--- config.mk ---
export PLATFORM = sky130hd
export DESIGN_NAME = cipher_round_ctrl_flat
export DESIGN_NICKNAME = d
export VERILOG_FILES = /design/src/rtl/cipher_round_ctrl_if.sv /design/src/rtl/cipher_round_ctrl.sv /design/src/flat_wrapper.sv
export SDC_FILE = /design/constraint.sdc
export NUM_CORES = 1
export LEC_CHECK = 0
export CAP_MARGIN = 10
export CORE_ASPECT_RATIO = 0.8
export CORE_MARGIN = 2
export CORE_UTILIZATION = 46
export DETAILED_ROUTE_END_ITERATION = 8
export HOLD_SLACK_MARGIN = 0.05
export PLACE_DENSITY = 0.86
export REMOVE_ABC_BUFFERS = 1
export SLEW_MARGIN = 20
export SYNTH_ARGS = -nofsm -noshare
export SYNTH_HDL_FRONTEND = slang
export SYNTH_SLANG_ARGS = --single-unit
--- constraint.sdc ---
create_clock -name clk -period 5.4 [get_ports clk]
set_input_delay 1.08 -clock clk [delete_from_list [all_inputs] [get_ports clk]]
set_output_delay 1.08 -clock clk [all_outputs]
set_load 0.01 [all_outputs]
--- src/rtl/cipher_round_ctrl_if.sv ---
// Avalon-MM slave bundle for the cipher round controller.
// Master drives the command side; slave answers with data and stall.
interface cipher_round_ctrl_if;
   logic        address;
   logic        write;
   logic        read;
   logic [31:0] writedata;
   logic [31:0] readdata;
   logic        waitrequest;

   modport master (
      output address,
      output write,
      output read,
      output writedata,
      input  readdata,
      input  waitrequest
   );

   modport slave (
      input  address,
      input  write,
      input  read,
      input  writedata,
      output readdata,
      output waitrequest
   );
endinterface

--- src/rtl/cipher_round_ctrl.sv ---
// Bus front-end and round sequencer for the iterative 128-bit cipher.
// Loads text/key words, runs KEY/SUB/MIX per round, serves readback.
module cipher_round_ctrl #(
   parameter int ROUNDS  = 12,
   parameter int NIBBLES = 16
) (
   input  logic                clk,
   input  logic                reset_n,
   cipher_round_ctrl_if.slave  bus,
   output logic                dp_we,
   output logic [2:0]          dp_widx,
   output logic [31:0]         dp_wdata,
   output logic                dp_mode,
   output logic                dp_keystep,
   output logic                dp_sub_en,
   output logic [3:0]          dp_nib,
   output logic                dp_mix,
   output logic [3:0]          dp_round,
   output logic [6:0]          dp_rcon,
   output logic [1:0]          dp_ridx,
   input  logic [31:0]         dp_rdata,
   output logic                done_irq
);

   typedef enum logic [2:0] {
      S_IDLE,
      S_LOAD,
      S_KEY,
      S_SUB,
      S_MIX,
      S_DONE
   } state_t;

   localparam logic [3:0] R_LAST = 4'(ROUNDS - 1);
   localparam logic [3:0] N_LAST = 4'(NIBBLES - 1);
   localparam logic [3:0] C_FULL = 4'd8;

   state_t      r_state;
   logic [3:0]  r_cnt;
   logic [3:0]  r_round;
   logic [1:0]  r_ptr;
   logic        r_ovf;
   logic        r_err;
   logic        r_mode;
   logic        r_we;
   logic [2:0]  r_widx;
   logic [31:0] r_wdata;
   logic        r_keystep;
   logic        r_sub;
   logic [3:0]  r_nib;
   logic        r_mix;
   logic [6:0]  r_rcon;
   logic        r_done;

   logic        w_busy;
   logic        w_dwr;
   logic        w_cwr;
   logic        w_drd;
   logic        w_srd;
   logic        w_start;
   logic        w_abort;
   logic [31:0] w_status;
   logic [31:0] w_rdata;

   // Decrypt walks the constant table backwards.
   function automatic logic [6:0] f_rcon(
      input logic [3:0] rnd,
      input logic       enc
   );
      logic [3:0] idx;
      logic [6:0] rc;
      idx = enc ? rnd : (R_LAST - rnd);
      rc  = 7'h00;
      case (idx)
         4'd0:    rc = 7'h5A;
         4'd1:    rc = 7'h34;
         4'd2:    rc = 7'h73;
         4'd3:    rc = 7'h66;
         4'd4:    rc = 7'h57;
         4'd5:    rc = 7'h35;
         4'd6:    rc = 7'h71;
         4'd7:    rc = 7'h62;
         4'd8:    rc = 7'h5F;
         4'd9:    rc = 7'h25;
         4'd10:   rc = 7'h51;
         4'd11:   rc = 7'h22;
         default: rc = 7'h00;
      endcase
      return rc;
   endfunction

   assign w_busy  = (r_state == S_KEY) ||
                    (r_state == S_SUB) ||
                    (r_state == S_MIX);
   assign w_dwr   = bus.write && !bus.address;
   assign w_cwr   = bus.write &&  bus.address;
   assign w_drd   = bus.read && !bus.write && !bus.address;
   assign w_srd   = bus.read && !bus.write &&  bus.address;
   assign w_start = w_cwr && bus.writedata[0];
   assign w_abort = w_cwr && bus.writedata[2];

   assign w_status = {20'h0, r_cnt, r_round,
                      r_err, r_ovf, r_done, w_busy};

   // Only data-port traffic is held off while a round is in flight.
   assign bus.waitrequest = w_busy && !bus.address &&
                            (bus.read || bus.write);

   always_comb begin
      w_rdata = 32'h0;
      if (w_srd) begin
         w_rdata = w_status;
      end else if (w_drd && (r_state == S_DONE)) begin
         w_rdata = dp_rdata;
      end
   end

   assign bus.readdata = w_rdata;

   always_ff @(posedge clk or negedge reset_n) begin
      if (!reset_n) begin
         r_state   <= S_IDLE;
         r_cnt     <= 4'd0;
         r_round   <= 4'd0;
         r_ptr     <= 2'd0;
         r_ovf     <= 1'b0;
         r_err     <= 1'b0;
         r_mode    <= 1'b0;
         r_we      <= 1'b0;
         r_widx    <= 3'd0;
         r_wdata   <= 32'h0;
         r_keystep <= 1'b0;
         r_sub     <= 1'b0;
         r_nib     <= 4'd0;
         r_mix     <= 1'b0;
         r_rcon    <= 7'h00;
         r_done    <= 1'b0;
      end else begin
         r_we <= 1'b0;
         if (w_abort) begin
            r_state   <= S_IDLE;
            r_cnt     <= 4'd0;
            r_round   <= 4'd0;
            r_ptr     <= 2'd0;
            r_ovf     <= 1'b0;
            r_err     <= 1'b0;
            r_keystep <= 1'b0;
            r_sub     <= 1'b0;
            r_nib     <= 4'd0;
            r_mix     <= 1'b0;
            r_rcon    <= 7'h00;
            r_done    <= 1'b0;
         end else begin
            case (r_state)
               S_IDLE, S_LOAD: begin
                  if (w_dwr) begin
                     if (r_cnt == C_FULL) begin
                        r_ovf <= 1'b1;
                     end else begin
                        r_we    <= 1'b1;
                        r_widx  <= r_cnt[2:0];
                        r_wdata <= bus.writedata;
                        r_cnt   <= r_cnt + 4'd1;
                        r_state <= S_LOAD;
                     end
                  end else if (w_start) begin
                     if ((r_state == S_LOAD) &&
                         (r_cnt == C_FULL)) begin
                        r_mode    <= bus.writedata[1];
                        r_round   <= 4'd0;
                        r_keystep <= 1'b1;
                        r_rcon    <= f_rcon(4'd0,
                                            bus.writedata[1]);
                        r_state   <= S_KEY;
                     end else if (r_cnt < C_FULL) begin
                        r_err <= 1'b1;
                     end
                  end
               end
               S_KEY: begin
                  r_keystep <= 1'b0;
                  r_sub     <= 1'b1;
                  r_nib     <= 4'd0;
                  r_state   <= S_SUB;
               end
               S_SUB: begin
                  if (r_nib == N_LAST) begin
                     r_sub   <= 1'b0;
                     r_nib   <= 4'd0;
                     r_mix   <= 1'b1;
                     r_state <= S_MIX;
                  end else begin
                     r_nib <= r_nib + 4'd1;
                  end
               end
               S_MIX: begin
                  r_mix <= 1'b0;
                  if (r_round == R_LAST) begin
                     r_rcon  <= 7'h00;
                     r_done  <= 1'b1;
                     r_state <= S_DONE;
                  end else begin
                     r_round   <= r_round + 4'd1;
                     r_keystep <= 1'b1;
                     r_rcon    <= f_rcon(r_round + 4'd1,
                                         r_mode);
                     r_state   <= S_KEY;
                  end
               end
               S_DONE: begin
                  if (w_drd) begin
                     r_ptr <= r_ptr + 2'd1;
                     if (r_ptr == 2'd3) begin
                        r_cnt   <= 4'd0;
                        r_done  <= 1'b0;
                        r_state <= S_IDLE;
                     end
                  end
               end
               default: begin
                  r_state <= S_IDLE;
               end
            endcase
         end
      end
   end

   assign dp_we      = r_we;
   assign dp_widx    = r_widx;
   assign dp_wdata   = r_wdata;
   assign dp_mode    = r_mode;
   assign dp_keystep = r_keystep;
   assign dp_sub_en  = r_sub;
   assign dp_nib     = r_nib;
   assign dp_mix     = r_mix;
   assign dp_round   = r_round;
   assign dp_rcon    = r_rcon;
   assign dp_ridx    = r_ptr;
   assign done_irq   = r_done;

endmodule
--- src/flat_wrapper.sv ---
// flat-port wrapper written by rule: the top's interface ports become plain ports
module cipher_round_ctrl_flat 
#(
   parameter int ROUNDS  = 12,
   parameter int NIBBLES = 16
)
  (clk, reset_n, dp_we, dp_widx, dp_wdata, dp_mode, dp_keystep, dp_sub_en, dp_nib, dp_mix, dp_round, dp_rcon, dp_ridx, dp_rdata, done_irq, bus_address, bus_write, bus_read, bus_writedata, bus_readdata, bus_waitrequest);
  cipher_round_ctrl_if bus_i ();
  input  logic clk;
  input  logic reset_n;
  output logic dp_we;
  output logic [2:0] dp_widx;
  output logic [31:0] dp_wdata;
  output logic dp_mode;
  output logic dp_keystep;
  output logic dp_sub_en;
  output logic [3:0] dp_nib;
  output logic dp_mix;
  output logic [3:0] dp_round;
  output logic [6:0] dp_rcon;
  output logic [1:0] dp_ridx;
  input  logic [31:0] dp_rdata;
  output logic done_irq;
  input wire logic [$bits(bus_i.address)-1:0] bus_address;
  input wire logic [$bits(bus_i.write)-1:0] bus_write;
  input wire logic [$bits(bus_i.read)-1:0] bus_read;
  input wire logic [$bits(bus_i.writedata)-1:0] bus_writedata;
  output wire logic [$bits(bus_i.readdata)-1:0] bus_readdata;
  output wire logic [$bits(bus_i.waitrequest)-1:0] bus_waitrequest;
  assign bus_i.address = bus_address;
  assign bus_i.write = bus_write;
  assign bus_i.read = bus_read;
  assign bus_i.writedata = bus_writedata;
  assign bus_readdata = bus_i.readdata;
  assign bus_waitrequest = bus_i.waitrequest;
  cipher_round_ctrl #(.ROUNDS(ROUNDS), .NIBBLES(NIBBLES)) u_core (.clk(clk), .reset_n(reset_n), .bus(bus_i), .dp_we(dp_we), .dp_widx(dp_widx), .dp_wdata(dp_wdata), .dp_mode(dp_mode), .dp_keystep(dp_keystep), .dp_sub_en(dp_sub_en), .dp_nib(dp_nib), .dp_mix(dp_mix), .dp_round(dp_round), .dp_rcon(dp_rcon), .dp_ridx(dp_ridx), .dp_rdata(dp_rdata), .done_irq(done_irq));
endmodule
== After elaboration in Yosys (flattened, before gate mapping) ==
Memory sizes are Yosys's and may differ from the RTL's.
Index checks and enable logic that the tools add are counted.

* Input bits: 69
* Output and inout bits: 91
* Bits in registers: 67
* Memories: 2
* ROM bits: 224
* Word-level logic and storage cells: 164

* Bitwise operators: 3
* Eq/ne operators: 24
* Add/subtract/negate cells: 5
* Order comparisons: 1
* Muxes and demuxes: 69
* Reductions and logical operators: 44

{| class="wikitable"
|+ Memories
! memory !! depth !! bits a word !! read ports !! clocked after memory_dff !! wr ports !! line !! RTL
|-
| (no name shown) || 16 || 7 || 1 || 0 || 0 || cipher_round_ctrl.sv:74 || <nowiki>case (idx)</nowiki>
|-
| (no name shown) || 16 || 7 || 1 || 0 || 0 || cipher_round_ctrl.sv:74 ||
|}

{| class="wikitable"
|+ Operator list
! kind !! number
|-
| two-way mux 32 bit || 2
|-
| two-way mux 4 bit || 14
|-
| two-way mux 7 bit || 5
|-
| two-way mux 1 bit || 27
|-
| two-way mux 3 bit || 9
|-
| AND reduction 5 bit || 5
|-
| one-hot mux 4 bit (2 select lines) || 3
|-
| != test 3 x 2 -> 1 bit (second input constant) || 5
|-
| one-hot mux 3 bit (5 select lines) || 1
|-
| nonzero test 3 bit || 5
|-
| one-hot mux 7 bit (2 select lines) || 1
|-
| nonzero test 2 bit || 7
|-
| adder 4 x 1 -> 4 bit (second input constant) || 3
|-
| == test 4 bit (second input constant) || 3
|-
| != test 3 x 1 -> 1 bit (second input constant) || 4
|-
| AND reduction 4 bit || 3
|-
| logical AND 1 bit || 11
|-
| != test 4 x 1 -> 1 bit (second input constant) || 2
|-
| == test 3 x 2 -> 1 bit (second input constant) || 2
|-
| == test 3 bit (second input constant) || 2
|-
| two-way mux 2 bit || 3
|-
| one-hot mux 1 bit (2 select lines) || 3
|-
| AND reduction 2 bit || 3
|-
| AND reduction 6 bit || 1
|-
| other kinds (17) || 22
|}

== Logic depth before layout (Yosys ltp) ==
* Depth in word-level cells: 7
* Mapped depth: 10

== Least setup slack after synthesis ==
Ideal clock, no wire load.

* Path kind: input port to output port
* Start: input bus_write
* End: output bus_readdata[17]
* Arrival time: 2.061 ns
* Data required time: 4.320 ns
* Buffers on the path: 3
* Slack: 2.259 ns
* Cell stages on the path: 5
* Path through: buf_2 -> nor4bb_1 -> buf_2 -> clkbuf_1 -> and2_1

* Word-level cells in the longest chain between the ends: 6
* Elaborated cells between the ends (all ways): 7
* Those cells by class: mux (2); reduce/logical (5)

{| class="wikitable"
|+ Ends and longest elaborated chain
! what !! line !! RTL
|-
| from (decl) || flat_wrapper.sv:25 || <nowiki>input wire logic [$bits(bus_i.write)-1:0] bus_write;</nowiki>
|-
| zero test 1 bit * || cipher_round_ctrl.sv:97, cipher_round_ctrl.sv:98 ||
|-
| logical AND 1 bit * || cipher_round_ctrl.sv:97, cipher_round_ctrl.sv:98 ||
|-
| logical AND 1 bit || cipher_round_ctrl.sv:97 || <nowiki>assign w_drd = bus.read && !bus.write && !bus.address;</nowiki>
|-
| logical AND 1 bit || cipher_round_ctrl.sv:113 || <nowiki>end else if (w_drd && (r_state == S_DONE)) begin</nowiki>
|-
| two-way mux 32 bit || cipher_round_ctrl.sv:113 ||
|-
| two-way mux 32 bit * || cipher_round_ctrl.sv:111 || <nowiki>if (w_srd) begin</nowiki>
|-
| to (decl) || flat_wrapper.sv:28 || <nowiki>output wire logic [$bits(bus_i.readdata)-1:0] bus_readdata;</nowiki>
|}

Every way passes the cells marked *; elsewhere a longest branch is shown, timed or not.

== Worst setup path in the final report ==
* Start: input bus_address
* End: output bus_readdata[0]

* Word-level cells in the longest chain between the ends: 5
* Elaborated cells between the ends (all ways): 6
* Those cells by class: mux (2); reduce/logical (4)

{| class="wikitable"
|+ Ends and longest elaborated chain
! what !! line !! RTL
|-
| from (decl) || flat_wrapper.sv:24 || <nowiki>input wire logic [$bits(bus_i.address)-1:0] bus_address;</nowiki>
|-
| zero test 1 bit || cipher_round_ctrl.sv:97 ||
|-
| logical AND 1 bit || cipher_round_ctrl.sv:97 ||
|-
| logical AND 1 bit || cipher_round_ctrl.sv:113 ||
|-
| two-way mux 32 bit || cipher_round_ctrl.sv:113 ||
|-
| two-way mux 32 bit * || cipher_round_ctrl.sv:111 ||
|}

Marks and branches as above.

==> out/results.ini <==
[status]
status = completed

[die]
die_h_um = 83.8
fp.dieW_um = 104
ios = 160
start_util_pct = 46.7
fp-row-count = 29
core_area_um2 = 7840
die_area_um2 = 8690

[clock_tree]
clk_path_buf_depth = 2
cts_buffers = 9
post-cts-setup-buffer-count = 0
path_clk_slew_ns = 0.08
cts_resized = 0
cts_hold_buf = 0
cts_num_sinks = 67
cts_max_level = 3
insertion_delay_ns = 0.35
cts-root-buf = clkbuf_8
tritoncts = yes

[sta]
rsz0062_at_grt = no
hold_viol_final = 0
period_needed_ns = 4.32
max_freq_ghz = 0.231
min_period_over_period_pct = 80.0
setup_viol = 0
tns_ns = 0
slew_headroom_pct = 43.6
maxSlewViolCount = 0
clock_skew_ns = 0.0108
worst_pin_slew_ns = 0.846
fin_hold_ws_ns = 0.477

[finish]
nets = 642
design_area_um2 = 5490
syn_to_final_growth_pct = 49.9
diodes = 0
drive_gt1_share_pct = 5.79

[yosys]
ys_seq_area_share_pct = 45.8
synth-adder-area-share_pct = 2.74
synth.most_common_cell = nand2_1
syn_area_um2 = 3660
synth_common_cells = nand2_1 (125), dfrtp_1 (67), nor2_1 (24), o21ai_0 (24), and2_1 (21)
synth_area_leaders = dfrtp_1 (46%), nand2_1 (13%), a22o_1 (3.6%)
syn_inst = 419
synth_xor_xnor_area_share_pct = 2.12
ys.flop_type = dfrtp_1
synth_top_family_by_area = simple AND/OR/NAND/NOR gates
synth_seq_cells = 67
synthArstFlopShare_pct = 100
netlist.area_leader.share_pct = 45.8
yosysTopAreaCell = dfrtp_1
synth.area.mux_share_pct = 2.60
synthDistinctLibCells = 56
synth_simple_gate_area_share_pct = 26.2
synth_compound_area_share_pct = 15.1
synth_warnings = 0
synth_edf_count = 0
syn-mean-instance-area_um2 = 8.73

[critical_path]
cp_max_fo = 12
required_ns = 4.32
critical_path_class = input port to output pin
endpoint_kind = output pin
crit_arrival_ns = 3.24
cp-start-kind = input port
reg2regPathDepth = 8

[route]
vias_per_cell = 5.24
wl_per_cell_um = 15.8
antenna_left = 0
vias = 3556
dr.first_iter.drc_count = 171
routed_wirelength_um = 10700
drc = 0
dr.pass1.iters = 5

[placed_design]
dpl_cell_area_um2 = 5260
port-buffer-count = 159
gp_congestion = 0.849
dpl.hpwl_um = 7710

[pwr]
clockPowerShare_pct = 19.5
p_sw_share_pct = 37.7
power_frac_comb_pct = 45.9
powerDensity_nw_per_um2 = 457
power.leakage_nw = 2.48
p_switching_mw = 0.945
intPower_mw = 1.56
pwr-share-seq_pct = 34.6
ir_drop_v = 0.000215

[hold_path]
hold_path_class = flip-flop to flip-flop
hold_depth = 2

[grt]
grt_overflow = 0
antenna_found_initial = 0
grt_max_degree = 68
grt.total_usage_pct = 24.3
grt_pass1_vias = 3404
grt_pass1_wl_um = 17000

[run]
drv_cap = 0

## area by class of cell
cell class	instances	area, um2
Tap cell	108	135
Inverter	9	33.8
Timing Repair Buffer	162	1610
Clock inverter	6	95.1
Fill cell	619	2350
Clock buffer	10	138
Multi-Input combinational cell	316	1800
Sequential cell	67	1680
## per-stage QoR
| step | setup slack [ns] | util (%) | cells | power, mW |
|---|---|---|---|---|
| detailed placement | 1.09 | 67.0 | 662 | 2.02 |
| floorplan | 0.702 | - | 392 | 1.43 |
| CTS | 1.09 | 70.0 | 678 | 2.51 |
| global route | 0.894 | 70.0 | 678 | 2.65 |
| global placement | 1.12 | 67.0 | 662 | 1.97 |
| finish | 1.08 | 70.0 | 678 | 2.51 |
## cells in the final DEF (no fill, tap or decap), types with 3 or more instances in the layout
cell / instances
o21ai_0: 24
mux2_2: 3
xnor2_1: 3
buf_4: 3
ha_1: 8
nor2_1: 24
and3_1: 5
o31ai_1: 3
nand2b_1: 6
o21ai_1: 5
xor2_1: 4
nand2_1: 125
nand3_1: 11
a22o_1: 15
clkbuf_8: 10
a21oi_1: 10
clkdlybuf4s50_1: 158
inv_1: 8
dfrtp_1: 67
a31oi_1: 3
and2_1: 21
mux2i_1: 5
nor3_1: 6
## worst paths after layout
path / start / to / slack [ns]
worst max register to register: u_core.dp_round[0] / u_core.dp_rcon[1] / 2.72
worst min-delay path: u_core.dp_wdata[31] / u_core.dp_wdata[31] / 0.48
worst max-delay path: bus_address / bus_readdata[0] / 1.08
worst min register to register: u_core.dp_wdata[31] / u_core.dp_wdata[31] / 0.48
min in group asynchronous: reset_n / u_core.dp_wdata[23] / 0.93
max in group asynchronous: reset_n / u_core.done_irq / 3.93
## worst max-delay path, cell delays in order
cell and delay (ns):
clkdlybuf4s50_1 0.72, and3b_1 0.62, o21ai_0 0.19, nand2_1 0.10
clkdlybuf4s50_1 0.53
## registers in the layout (all words and copies together), names as in the netlist
signal	cells
u_core.dp_rcon	7
u_core.dp_sub_en	1
u_core.dp_mix	1
u_core.dp_round	4
u_core.dp_wdata	32
u_core.done_irq	1
u_core.r_ovf	1
u_core.r_state	3
u_core.dp_we	1
u_core.dp_widx	3
u_core.r_cnt	4
u_core.dp_ridx	2
u_core.r_err	1
u_core.dp_mode	1
u_core.dp_nib	4
u_core.dp_keystep	1
## cells by family after synthesis
group / Yosys count
and+or+nand+nor: 211
AOI/OAI and AO/OA: 80
DFF: 67
buffers and inverters: 36
muxes: 9
xor gates and xnor gates: 8
adders and majority gates: 8
## power by group through the flow
stage / clock (mW) / combinational, mW / sequential (mW)
CTS: 0.494 / 1.15 / 0.864
global route: 0.512 / 1.25 / 0.893
floorplan: 0 / 0.506 / 0.926
global placement: 0 / 1.11 / 0.861
finish: 0.488 / 1.15 / 0.868
detailed placement: 0 / 1.14 / 0.872
## routing by layer
| layer | up-vias | GRT usage [%] | wire length [um] |
|---|---|---|---|
| li1 | 1700 | - | - |
| met4 | 0 | 8.11 | 212 |
| met3 | 19 | 4.53 | 598 |
| met1 | 1712 | 31.6 | 4650 |
| met2 | 125 | 41.3 | 5240 |
| met5 | - | 0 | 0 |
Note: power is estimated with default switching activity, not from simulation.
